[src/rtl/prog_lut_cfg_if.sv]
// Bus bundle for prog_lut_cfg: lookup request/response plus the serial
// table-reload channel. The master drives requests and config bits; the
// LUT (slave) returns results and reload status.
interface prog_lut_cfg_if #(
  parameter int N = 5
);
  logic         in_valid;
  logic [N-1:0] in_addr;
  logic         out_valid;
  logic         out_y;
  logic         cfg_start;
  logic         cfg_bit_v;
  logic         cfg_bit;
  logic         cfg_busy;
  logic         cfg_done;

  modport master (
    output in_valid, in_addr, cfg_start, cfg_bit_v, cfg_bit,
    input  out_valid, out_y, cfg_busy, cfg_done
  );

  modport slave (
    input  in_valid, in_addr, cfg_start, cfg_bit_v, cfg_bit,
    output out_valid, out_y, cfg_busy, cfg_done
  );
endinterface

[src/rtl/prog_lut_cfg.sv]
// Run-time programmable N-input LUT with registered output.
// New contents are shifted serially into a shadow register (entry 0 first)
// and copied into the active table in a single COMMIT cycle, so lookups
// never see a partially written table.
//
// state  | meaning
// IDLE   | waiting for cfg_start; cfg_bit_v ignored
// LOAD   | shifting config bits into the shadow register
// COMMIT | shadow copied to active table, cfg_done high
module prog_lut_cfg #(
  parameter int                  N    = 5,
  parameter logic [(2**N)-1:0]   INIT = 32'h7BE64D5E
) (
  input  logic          clk,
  input  logic          rst,
  prog_lut_cfg_if.slave bus
);

  localparam int         DEPTH = 2**N;
  localparam logic [N:0] LAST  = (N+1)'(DEPTH - 1);

  typedef enum logic [1:0] {IDLE, LOAD, COMMIT} state_t;

  state_t           state, state_nx;
  logic [DEPTH-1:0] lut_q;
  logic [DEPTH-1:0] shadow;
  logic [N:0]       cnt;
  logic             bit_wr;

  // Next-state decode; the write that fills the last entry ends LOAD.
  always_comb begin
    state_nx = state;
    bit_wr   = 1'b0;
    case (state)
      IDLE: begin
        if (bus.cfg_start) state_nx = LOAD;
      end
      LOAD: begin
        bit_wr = bus.cfg_bit_v;
        if (bus.cfg_bit_v && (cnt == LAST)) state_nx = COMMIT;
      end
      COMMIT: begin
        state_nx = IDLE;
      end
      default: state_nx = IDLE;
    endcase
  end

  // State register.
  always_ff @(posedge clk or posedge rst) begin
    if (rst) state <= IDLE;
    else     state <= state_nx;
  end

  // Shadow fill and bit counter; counter restarts on each accepted cfg_start.
  always_ff @(posedge clk or posedge rst) begin
    if (rst) begin
      shadow <= '0;
      cnt    <= '0;
    end else if ((state == IDLE) && bus.cfg_start) begin
      cnt <= '0;
    end else if (bit_wr) begin
      shadow[cnt[N-1:0]] <= bus.cfg_bit;
      cnt                <= cnt + 1'b1;
    end
  end

  // Active table: whole-table copy in COMMIT only.
  always_ff @(posedge clk or posedge rst) begin
    if (rst)                  lut_q <= INIT;
    else if (state == COMMIT) lut_q <= shadow;
  end

  // Lookup path; reads the pre-commit table in the COMMIT cycle.
  always_ff @(posedge clk or posedge rst) begin
    if (rst) begin
      bus.out_valid <= 1'b0;
      bus.out_y     <= 1'b0;
    end else begin
      bus.out_valid <= bus.in_valid;
      if (bus.in_valid) bus.out_y <= lut_q[bus.in_addr];
    end
  end

  assign bus.cfg_busy = (state != IDLE);
  assign bus.cfg_done = (state == COMMIT);

endmodule

[src/flat_wrapper.sv]
// flat-port wrapper written by rule: the top's interface ports become plain ports
module prog_lut_cfg_flat 
#(
  parameter int                  N    = 5,
  parameter logic [(2**N)-1:0]   INIT = 32'h7BE64D5E
)
  (clk, rst, bus_in_valid, bus_in_addr, bus_cfg_start, bus_cfg_bit_v, bus_cfg_bit, bus_out_valid, bus_out_y, bus_cfg_busy, bus_cfg_done);
  prog_lut_cfg_if #(.N(N)) bus_i ();
  input  logic clk;
  input  logic rst;
  input wire logic [$bits(bus_i.in_valid)-1:0] bus_in_valid;
  input wire logic [$bits(bus_i.in_addr)-1:0] bus_in_addr;
  input wire logic [$bits(bus_i.cfg_start)-1:0] bus_cfg_start;
  input wire logic [$bits(bus_i.cfg_bit_v)-1:0] bus_cfg_bit_v;
  input wire logic [$bits(bus_i.cfg_bit)-1:0] bus_cfg_bit;
  output wire logic [$bits(bus_i.out_valid)-1:0] bus_out_valid;
  output wire logic [$bits(bus_i.out_y)-1:0] bus_out_y;
  output wire logic [$bits(bus_i.cfg_busy)-1:0] bus_cfg_busy;
  output wire logic [$bits(bus_i.cfg_done)-1:0] bus_cfg_done;
  assign bus_i.in_valid = bus_in_valid;
  assign bus_i.in_addr = bus_in_addr;
  assign bus_i.cfg_start = bus_cfg_start;
  assign bus_i.cfg_bit_v = bus_cfg_bit_v;
  assign bus_i.cfg_bit = bus_cfg_bit;
  assign bus_out_valid = bus_i.out_valid;
  assign bus_out_y = bus_i.out_y;
  assign bus_cfg_busy = bus_i.cfg_busy;
  assign bus_cfg_done = bus_i.cfg_done;
  prog_lut_cfg #(.N(N), .INIT(INIT)) u_core (.clk(clk), .rst(rst), .bus(bus_i));
endmodule
[config.mk]
export PLATFORM = sky130hd
export DESIGN_NAME = prog_lut_cfg_flat
export DESIGN_NICKNAME = d
export VERILOG_FILES = /design/src/rtl/prog_lut_cfg_if.sv /design/src/rtl/prog_lut_cfg.sv /design/src/flat_wrapper.sv
export SDC_FILE = /design/constraint.sdc
export NUM_CORES = 1
export LEC_CHECK = 0
export CORE_MARGIN = 10
export CORE_UTILIZATION = 55
export DETAILED_ROUTE_END_ITERATION = 8
export DONT_BUFFER_PORTS = 1
export PLACE_DENSITY = 0.7
export SYNTH_ARGS = -nofsm -noshare
export SYNTH_HDL_FRONTEND = slang
export SYNTH_SLANG_ARGS = --single-unit
[constraint.sdc]
create_clock -name clk -period 5.8 [get_ports clk]
set_clock_uncertainty 0.2 [all_clocks]
set_input_delay 0.87 -clock clk [delete_from_list [all_inputs] [get_ports clk]]
set_output_delay 0.87 -clock clk [all_outputs]
set_load 0.05 [all_outputs]
==> results of run 1 <==
## cells by family after synthesis
family,Yosys count,synth area share [%]
multiplexers,80,25.75
AND/OR/NAND/NOR,79,11.38
flip-flops,74,54.86
buffers and inverters,19,2.816
AO/OA/AOI/OAI,14,2.707
XOR/XNOR,4,1.024
adder cells (fa/ha/maj),4,1.463
## layout by cell type (no fill, tap or decap), types with 5 or more instances in the layout
cell and n:
mux2_2 64, and2_1 6, a21oi_1 5, dfrtp_1 54, nor2_1 26, clkbuf_8 10
dfstp_2 20, nand2_1 25, mux2i_1 16
## registers in the layout (all words and copies together) (netlist names)
register / count
u_core.bus.out_y: 1
u_core.bus.out_valid: 1
u_core.lut_q: 32
u_core.shadow: 32
u_core.cnt: 6
u_core.state: 2
## per-stage QoR
step | power (mW) | cell area (sq um) | cells | hold WS (ps)
6_report | 1.420 | 3671 | 353 | 286.9
5_1_grt | 1.502 | 3671 | 353 | 302.1
4_1_cts | 1.434 | 3671 | 353 | 277.4
3_5_place_dp | 0.9982 | 3452 | 337 | 258.4
3_3_place_gp | 0.9860 | 3452 | 337 | 246.2
2_1_floorplan | 0.9383 | 3421 | 274 | 230.8
## worst max-delay path: cells and delay by family (launching register included)
kind	cells	cell delay, ps
AND/OR/NAND/NOR	1	120
buffers and inverters	2	750
flip-flops	1	390
## area by class of cell
cell class                 instances  area share [%]
clock buffer                      11           3.851
clock inverter                     5           2.113
inverter                           5          0.5112
multi-input combinational        181           39.43
sequential                        74           51.12
tap                               75           2.556
timing repair buffer               2          0.4090
## how the worst max path moves through the flow
stage | from | end | slack (ps) | depth (start not counted)
global route | u_core.state[0]$_DFFE_PP0P_ | bus_cfg_done | 3020 | 3
floorplan | rst | u_core.bus.out_valid$_DFF_PP0_ | 2880 | 1
detailed placement | u_core.state[0]$_DFFE_PP0P_ | bus_cfg_done | 3490 | 3
CTS | u_core.state[0]$_DFFE_PP0P_ | bus_cfg_done | 3100 | 3
finish | u_core.state[0]$_DFFE_PP0P_ | bus_cfg_done | 3130 | 3
global placement | u_core.state[0]$_DFFE_PP0P_ | bus_cfg_done | 3510 | 3
## routing by layer
metal	GRT usage [%]	vias up	wire (um)
li1	-	941	-
met1	16.09	1002	2799
met2	21.19	24	3073
met3	4.958	6	205
met4	4.300	0	76
met5	0	-	0
## power breakdown
| group | internal [mW] | switching [mW] | total [mW] |
|---|---|---|---|
| combinational | 0.134 | 0.130 | 0.264 |
| sequential | 0.629 | 0.0940 | 0.723 |
| clock | 0.253 | 0.180 | 0.432 |
==> impl_results.md, run 1 <==
- Status: finished clean
- CTS Root Buffer Type: clkbuf_8
- Post-synthesis async set-or-reset flop share: 100.0%
- Hold Path Origin: u_core.state[1]$_DFFE_PP0P_
- CTS H-tree lvls: 3
- Max Fclk: 374.8 MHz
- Vias in the first global route: 2084
- Critical Path RT: 4730 ps
- Remaining Overflow, GRT: 0
- Die area: 9774 sq um
- Synth cell count leaders: 64 x mux2_2, 54 x dfrtp_1, 26 x nor2_1
- Antenna Diode Count: 0
- Layout Nets: 288
- Critical path fanouts, max: 33
- Worst slack at placement: 3486 ps
- WL/cell: 17.44 um
- Cell depth of the worst hold path: 1
- Worst path max stage delay: 400 ps
- Chip height: 98.87 um
- Reg2Reg Depth: 4
- Fin. Hold Viols: 0
- Bufs on Longest Clock Path: 2
- Vias post-DR: 1973
- Number of synthesized flops with an enable pin: 0
- Top Ports: 15
- RD Place Congestion: 0.8339
- First-pass GRT wire length: 10430 um
- Max-slew violations: 0
- Power per cell area: 386.7 nW/um^2
- Worst Setup Start Kind: register
- R2r endpoint: u_core.shadow[3]$_DFFE_PP0P_
- Clock sinks: 74
- Util after Layout: 61.28%
- Share of cells above drive strength 1: 37.77%
- Largest net degree at the start of global routing: 75
- Final period util: 46.00%
- Most common cell in the netlist: mux2_2
- R2r setup slk: 3980 ps
- Area share of the largest cell type after synthesis: 39.50%
- IO Port Bufs: 0
- GRT Resource Usage Total: 13.24%
- Cell taking the most area after synthesis: dfrtp_1
- CP arrival: 1600 ps
- Netlist cell types: 35
- Register area: 1877 sq um
- Syn Area/Cell: 12.48 sq um
- Peak supply drop: 0.0003140 V
- Yosys Warn Count: 0
- Worst r2r src: u_core.state[1]$_DFFE_PP0P_
- Num CTS Buffers: 9
- WS Path Type: reg -> out
- Hold_buf cts: 0
- Clock slew at reported path FFs: 70 ps
- Cell area after synthesis: 3421 sq um
- Clock Latency Late Sink: 340 ps
- DRC: 0
- RSZ-0062 raised after global routing: no
- Via density: 5.589
- Setup bufs post-CTS: 0
- Crit path cell chain: nand2b_1 -> buf_4 -> inv_1
- Min cycle time layout: 2668 ps
- # rows: 28
- Sequential fraction of the synthesis area: 54.86%
- DRT Pass-1 Iters: 5
- Critical Path Slowest Stage Cell: buf_4
- Fin Setup TNS: 0 ps
- Synth area leaders: dfrtp_1 40%, mux2_2 21%, dfstp_2 15%
- Post-CTS sizing: 0
- Fill count: 475
- Area added between synthesis and finish: 7.315%
- Die W: 98.87 um
- Least-Margin Pin Slew: 900.3 ps
- Area taken by multi-input logic gates: 1448 sq um
- Max Cap Viol: 0
- Ys flop type: dfrtp_1
- Initial core utilization: 57.10%
- Setup ws final: 3132 ps
- Core Area: 5991 sq um
- WL final: 6156 um
- Synthesized Nets: 289
- Initial antenna violation count: 0
- DP HPWL: 4208 um
- Slew HR: 39.98%
- Setup violators final: 0
- ANT nets after route: 0
- 1st-iter DRT viols: 58
- Min-Delay Path Class: reg -> reg
- Hold EP: u_core.state[0]$_DFFE_PP0P_
- CTS tree: done
- P_leak: 1.669 nW
- Yosys reg bits: 74
- Mapped Cells: 274
- Crit end category: output port
No activity file was read; power rests on OpenSTA's default activity.
==> run 2: changes to the inputs <==
- PLACE_DENSITY: 0.7 -> 0.73
- clock period: 5.8 -> 2.3 ns (I/O delays scaled with it)
==> run 2 against run 1 <==
  * Power grew 150%
  * Sequential cell count stayed put
  * Via count rose by 3.0%
  * Critical endpoint is now u_core.bus.out_y$_DFFE_PP0P_
  * Worst hold slack got worse by 210 ps
  * Largest cell class unchanged
  * Wire length is 2.6% higher
  * Setup slack worse by 2900 ps
  * Count of clock-buffer cells in the layout down 1
  * Critical path depth rose by 3
  * Combinational power rose to 2.6 times the previous value
  * Sequential share of layout area down 1.3 points
==> impl_results.md, run 2 (synthesis gave the netlist of run 1 again) <==
- GRT Resource Usage Total: 13.61% (+0.37 points)
- Max Fclk: 475.4 MHz
- Chip height: 98.87 um (unchanged)
- Min Hold Slack: 77.34 ps (-209.6 ps)
- Min-Delay Path Class: in -> reg
- # rows: 28 (unchanged)
- Final Non-Filler Cells: 364 (+3.1%)
- Layout Nets: 299 (+3.8%)
- WS Path Type: reg -> reg
- Bufs on Longest Clock Path: 2 (unchanged)
- Power consumption: 3.548 mW (+150%)
- 1st-iter DRT viols: 77 (+33%)
- Fin Setup TNS: 0 ps (unchanged)
- ANT nets after route: 0 (unchanged)
- Setup ws final: 196.7 ps (-2935 ps)
- Status: finished clean
- Die W: 98.87 um (unchanged)
- Least-Margin Pin Slew: 1050 ps (+149.4 ps)
- Remaining Overflow, GRT: 0 (unchanged)
- Peak supply drop: 0.0006768 V (+120%)
- Largest net degree at the start of global routing: 33 (-56%)
- First-pass GRT wire length: 10890 um (+4.4%)
- Clock slew at reported path FFs: 80 ps (about the same)
- DP HPWL: 4508 um (+7.1%)
- Initial core utilization: 57.10% (unchanged)
- Worst Setup Start Kind: register
- Worst slack at placement: 507.5 ps (-2979 ps)
- Initial antenna violation count: 0 (unchanged)
- Inst Count DP: 341 (+1.2%)
- Core Area: 5991 sq um (unchanged)
- Setup bufs post-CTS: 0 (unchanged)
- Final period util: 91.45%
- Critical Path RT: 2360 ps (-2370 ps)
- Top Ports: 15 (unchanged)
- Clock sinks: 74 (unchanged)
- Worst path max stage delay: 560 ps (+160 ps)
- CTS Root Buffer Type: clkbuf_8
- Critical path fanouts, max: 2 (-94%)
- Min cycle time layout: 2103 ps
- Share of cells above drive strength 1: 39.10% (+1.3 points)
- Setup violators final: 0 (unchanged)
- DRC: 0 (unchanged)
- Vias post-DR: 2032 (+3.0%)
- Power per cell area: 939.8 nW/um^2 (+140%)
- P_leak: 1.703 nW (+2.0%)
- CTS H-tree lvls: 3 (unchanged)
- WL/cell: 17.35 um (-0.52%)
- DRT Pass-1 Iters: 4 (-1)
- Max-slew violations: 0 (unchanged)
- Die area: 9774 sq um (unchanged)
- Max Cap Viol: 0 (unchanged)
- R2r setup slk: 200 ps (-3780 ps)
- Num CTS Buffers: 9 (unchanged)
- IO Port Bufs: 0 (unchanged)
- Slew HR: 29.79% (-10 points)
- RD Place Congestion: 0.8825 (+5.8%)
- Via density: 5.582 (-0.12%)
- Critical Path Slowest Stage Cell: dlygate4sd3_1
- CTS tree: done
- Antenna Diode Count: 0 (unchanged)
- Largest registers: u_core.lut_q: 32 flops, u_core.shadow: 32 flops, u_core.cnt: 6 flops
- RSZ-0062 raised after global routing: no
- Most frequent cells in the layout: 64 x mux2_2, 51 x dfrtp_1, 26 x nor2_1
- Area added between synthesis and finish: 10.35%
- Vias in the first global route: 2142 (+2.8%)
- Crit end category: register
- Crit path cell chain: mux2i_1 -> a22o_1 -> a21oi_1 -> nand4_1 -> dlygate4sd3_1 -> a41oi_1
- Clock Latency Late Sink: 350 ps (about the same)
- CP arrival: 2160 ps (+560 ps)
- Fin. Hold Viols: 0 (unchanged)
- WL final: 6315 um (+2.6%)
- Commonest non-fill, non-tap cell in the layout: mux2_2
## run 2: cell types whose count changed in the layout (fill, tap and decap cells not counted), moves of 3 or more
| cell | delta |
|---|---|
| buf_4 | +3 |
| dfrtp_2 | +3 |
| dlygate4sd3_1 | +7 |
| dfrtp_1 | -3 |
## run 2: metrics by stage
step                      utilization, %  area (sq um)
after floorplan                        -          3425
after global placement             58.40          3498
after detailed placement           58.40          3498
after CTS                          62.95          3771
after global routing               63.01          3775
final                              63.01          3775
## run 2: report_power, final
group / switching [mW] / total [mW] / leakage (nW) / internal, mW
clock network: 0.497 / 1.03 / 0.103 / 0.532
logic: 0.328 / 0.678 / 0.692 / 0.350
registers: 0.249 / 1.84 / 0.909 / 1.59
total: 1.07 / 3.55 / 1.70 / 2.47
## run 2: layout make-up
class | count | area (sq um)
well taps | 75 | 93.84
inverters | 5 | 22.52
clock buffers | 10 | 137.6
fillers | 460 | 2216
clock inverters | 6 | 65.06
repair buffers | 13 | 127.6
flip-flops and latches | 74 | 1881
multi-input cells | 181 | 1448
## run 2: worst paths after layout
| path | depth (start not counted) | from | end |
|---|---|---|---|
| max in group asynchronous | 3 | rst | u_core.lut_q[29]$_DFFE_PP1P_ |
| worst min-delay path | 3 | bus_cfg_start | u_core.cnt[4]$_DFFE_PP0P_ |
| worst min register to register | 1 | u_core.shadow[8]$_DFFE_PP0P_ | u_core.lut_q[8]$_DFFE_PP1P_ |
| min in group asynchronous | 2 | rst | u_core.bus.out_valid$_DFF_PP0_ |
| worst max register to register | 6 | u_core.lut_q[30]$_DFFE_PP1P_ | u_core.bus.out_y$_DFFE_PP0P_ |
| worst max-delay path | 6 | u_core.lut_q[30]$_DFFE_PP1P_ | u_core.bus.out_y$_DFFE_PP0P_ |
## run 2: what timing repair did
item | CTS | global route
gates resized for setup | 0 | 3
hold endpoints to repair | 55 | 0
setup endpoints to repair | 0 | 1
hold buffers | 7 | 0
## run 2: per-layer routing
metal,track usage (%),share of wire (%),up-vias
met5,0,0,-
met4,5.182,1.7,0
met3,3.422,3.3,11
met2,20.64,47,30
met1,18.22,48,1030
li1,-,-,961
## run 2: worst max-delay path, delay by kind of cell (launching register included)
kind / cells / cell delay [ps]
mux: 1 / 90
compound gates: 3 / 540
flops: 1 / 530
buf+inv: 1 / 560
simple gates: 1 / 100
==> run 3: changes to the inputs <==
- CTS_CLUSTER_SIZE: default -> 28
- PLACE_DENSITY: 0.73 -> 0.7
==> run 3 against run 2 <==
  * Cell area barely moved
  * Core utilization fell by 0.063 points
  * Via count fell by 0.79%
  * Critical path type unchanged
  * Largest power group unchanged
  * Highest routed layer unchanged
==> impl_results.md, run 3 (synthesis gave the netlist of run 1 again) <==
- Status: finished clean
- Slew HR: 30.72% (+0.93 points)
- Final cell area excluding filler cells: 3771 sq um (about the same)
- Global route hottest layer: met2
- Most frequent cells in the layout: 64 x mux2_2, 53 x dfrtp_1, 26 x nor2_1
- Max-slew violations: 0 (unchanged)
- P_leak: 1.706 nW (+0.15%)
- RSZ-0062 raised after global routing: no
- DP HPWL: 4341 um (-3.7%)
- Psw: 1.030 mW (-4.1%)
- Min cycle time layout: 2114 ps (+11.05 ps)
- 1st-iter DRT viols: 76 (-1.3%)
- WS Path Type: reg -> reg
- Core Area: 5991 sq um (unchanged)
- DRC: 0 (unchanged)
- Critical Path RT: 2330 ps (-30 ps)
- Largest registers: u_core.lut_q: 32 flops, u_core.shadow: 32 flops, u_core.cnt: 6 flops
- Remaining Overflow, GRT: 0 (unchanged)
- Min-Delay Path Class: in -> reg
- CTS H-tree lvls: 3 (unchanged)
- Met2 Use GR: 20.24% (-0.40 points)
- Setup bufs post-CTS: 0 (unchanged)
- CP arrival: 2140 ps (-20 ps)
- Critical path fanouts, max: 11 (+9)
- Clock Latency Late Sink: 340 ps (about the same)
- Vias post-DR: 2016 (-0.79%)
- WL final: 6356 um (+0.65%)
- # rows: 28 (unchanged)
- IO Port Bufs: 0 (unchanged)
- Clock sinks: 74 (unchanged)
- Least-Margin Pin Slew: 1036 ps (-13.85 ps)
- Internal power: 2.524 mW (+2.0%)
- Max Cap Viol: 0 (unchanged)
- Crit end category: register
- Initial antenna violation count: 1 (+1)
- Setup violators final: 0 (unchanged)
- Worst Setup Start Kind: register
- Sw frac: 28.98% (-1.3 points)
- Min Hold Slack: 89.68 ps (+12.34 ps)
- Power per cell area: 942.2 nW/um^2 (+0.26%)
- Placed inst area: 3483 sq um (-0.43%)
- Die W: 98.87 um (unchanged)
- CTS tree: done
- Clock slew at reported path FFs: 70 ps (about the same)
- Crit path cell chain: nand3_1 -> nor3b_1 -> a311oi_1 -> dlygate4sd3_1
- CP top delay family: simple AND/OR/NAND/NOR gates
- Chip height: 98.87 um (unchanged)
- Via density: 5.554 (-0.51%)
- Critical Path Slowest Stage Cell: dlygate4sd3_1
- Buf+Inv Stages, Crit Path: 1 (unchanged)
- Peak supply drop: 0.0004978 V (-26%)
- First-pass GRT wire length: 10490 um (-3.7%)
- Die area: 9774 sq um (unchanged)
- Largest net degree at the start of global routing: 75 (+130%)
- Seq pwr share: 51.3% (-0.6 points)
- Final period util: 91.93% (+0.48 points)
- GR met1 Demand/Resource: 17.78% (-0.43 points)
- Bufs on Longest Clock Path: 2 (unchanged)
- Fin. Hold Viols: 0 (unchanged)
- Max Fclk: 473.0 MHz (-0.52%)
- Fin Setup TNS: 0 ps (unchanged)
- Power consumption: 3.553 mW (+0.16%)
- WL/cell: 17.51 um (+0.93%)
- Area added between synthesis and finish: 10.24% (about the same)
- Clock share of power: 29.5% (+0.5 points)
- Worst path max stage delay: 570 ps (about the same)
- Layout Nets: 297 (-0.67%)
- Initial core utilization: 57.10% (unchanged)
- Gate power share: 19.2% (about the same)
- Top Ports: 15 (unchanged)
- CTS Root Buffer Type: clkbuf_8
- Num CTS Buffers: 9 (unchanged)
- ANT nets after route: 0 (unchanged)
- GRT Resource Usage Total: 13.49% (-0.12 points)
- Share of cells above drive strength 1: 37.98% (-1.1 points)
- RD Place Congestion: 0.7542 (-15%)
- Vias in the first global route: 1997 (-6.8%)
- Met3 usage: 3.422% (unchanged)
- Commonest non-fill, non-tap cell in the layout: mux2_2
- DRT Pass-1 Iters: 4 (unchanged)
[run 3: path summary, 6_finish.rpt]
kind / startpoint / to / slack [ps] / cells after the start
hold reg to reg: u_core.shadow[18]$_DFFE_PP0P_ / u_core.lut_q[18]$_DFFE_PP1P_ / 300 / 1
min in group asynchronous: rst / u_core.lut_q[13]$_DFFE_PP0P_ / 390 / 3
setup reg to reg: u_core.cnt[3]$_DFFE_PP0P_ / u_core.state[0]$_DFFE_PP0P_ / 190 / 4
hold / removal: bus_cfg_start / u_core.cnt[0]$_DFFE_PP0P_ / 90 / 3
setup / recovery: u_core.cnt[3]$_DFFE_PP0P_ / u_core.state[0]$_DFFE_PP0P_ / 190 / 4
max in group asynchronous: rst / u_core.lut_q[8]$_DFFE_PP1P_ / 1190 / 3
[run 3: metal layers]
metal / vias to the layer above / wire (um)
met4: 0 / 84
met2: 34 / 3074
met1: 1012 / 2926
li1: 960 / -
met5: - / 0
met3: 10 / 270
[run 3: repair_timing]
| action | CTS | global route |
|---|---|---|
| hold buffers | 7 | 0 |
| resized for setup | 0 | 1 |
| setup endpoints to repair | 0 | 1 |
| endpoints found under the hold margin | 89 | 0 |
[run 3: power by group through the flow]
stage | Sequential, mW | Clock [mW] | Combinational [mW]
global placement | 1.84 | 0 | 0.649
CTS | 1.83 | 1.07 | 0.688
floorplan | 1.73 | 0 | 0.638
detailed placement | 1.85 | 0 | 0.665
finish | 1.82 | 1.05 | 0.684
global route | 1.87 | 1.12 | 0.763
[run 3: worst reg2reg max path: stages (launching register included)]
cell	delay, ps
dfrtp_1	520
nand3_1	270
nor3b_1	310
a311oi_1	130
dlygate4sd3_1	570
[run 3: layout make-up]
cell class                      count  area, sq um
Fill cell                         462         2220
Sequential cell                    74         1878
Multi-Input combinational cell    181         1448
Clock buffer                       12        165.2
Timing Repair Buffer               11        112.6
Tap cell                           75        93.84
Clock inverter                      4        48.80
Inverter                            5        22.52
Antenna cell                        1        2.502
[run 3: through the flow]
stage	setup WS [ps]	std cells	utilization [%]
floorplan	587.9	274	-
global placement	487.1	339	58.15
detailed placement	489.1	339	58.15
CTS	114.3	362	62.89
global route	74.37	363	62.95
finish	185.7	363	62.95
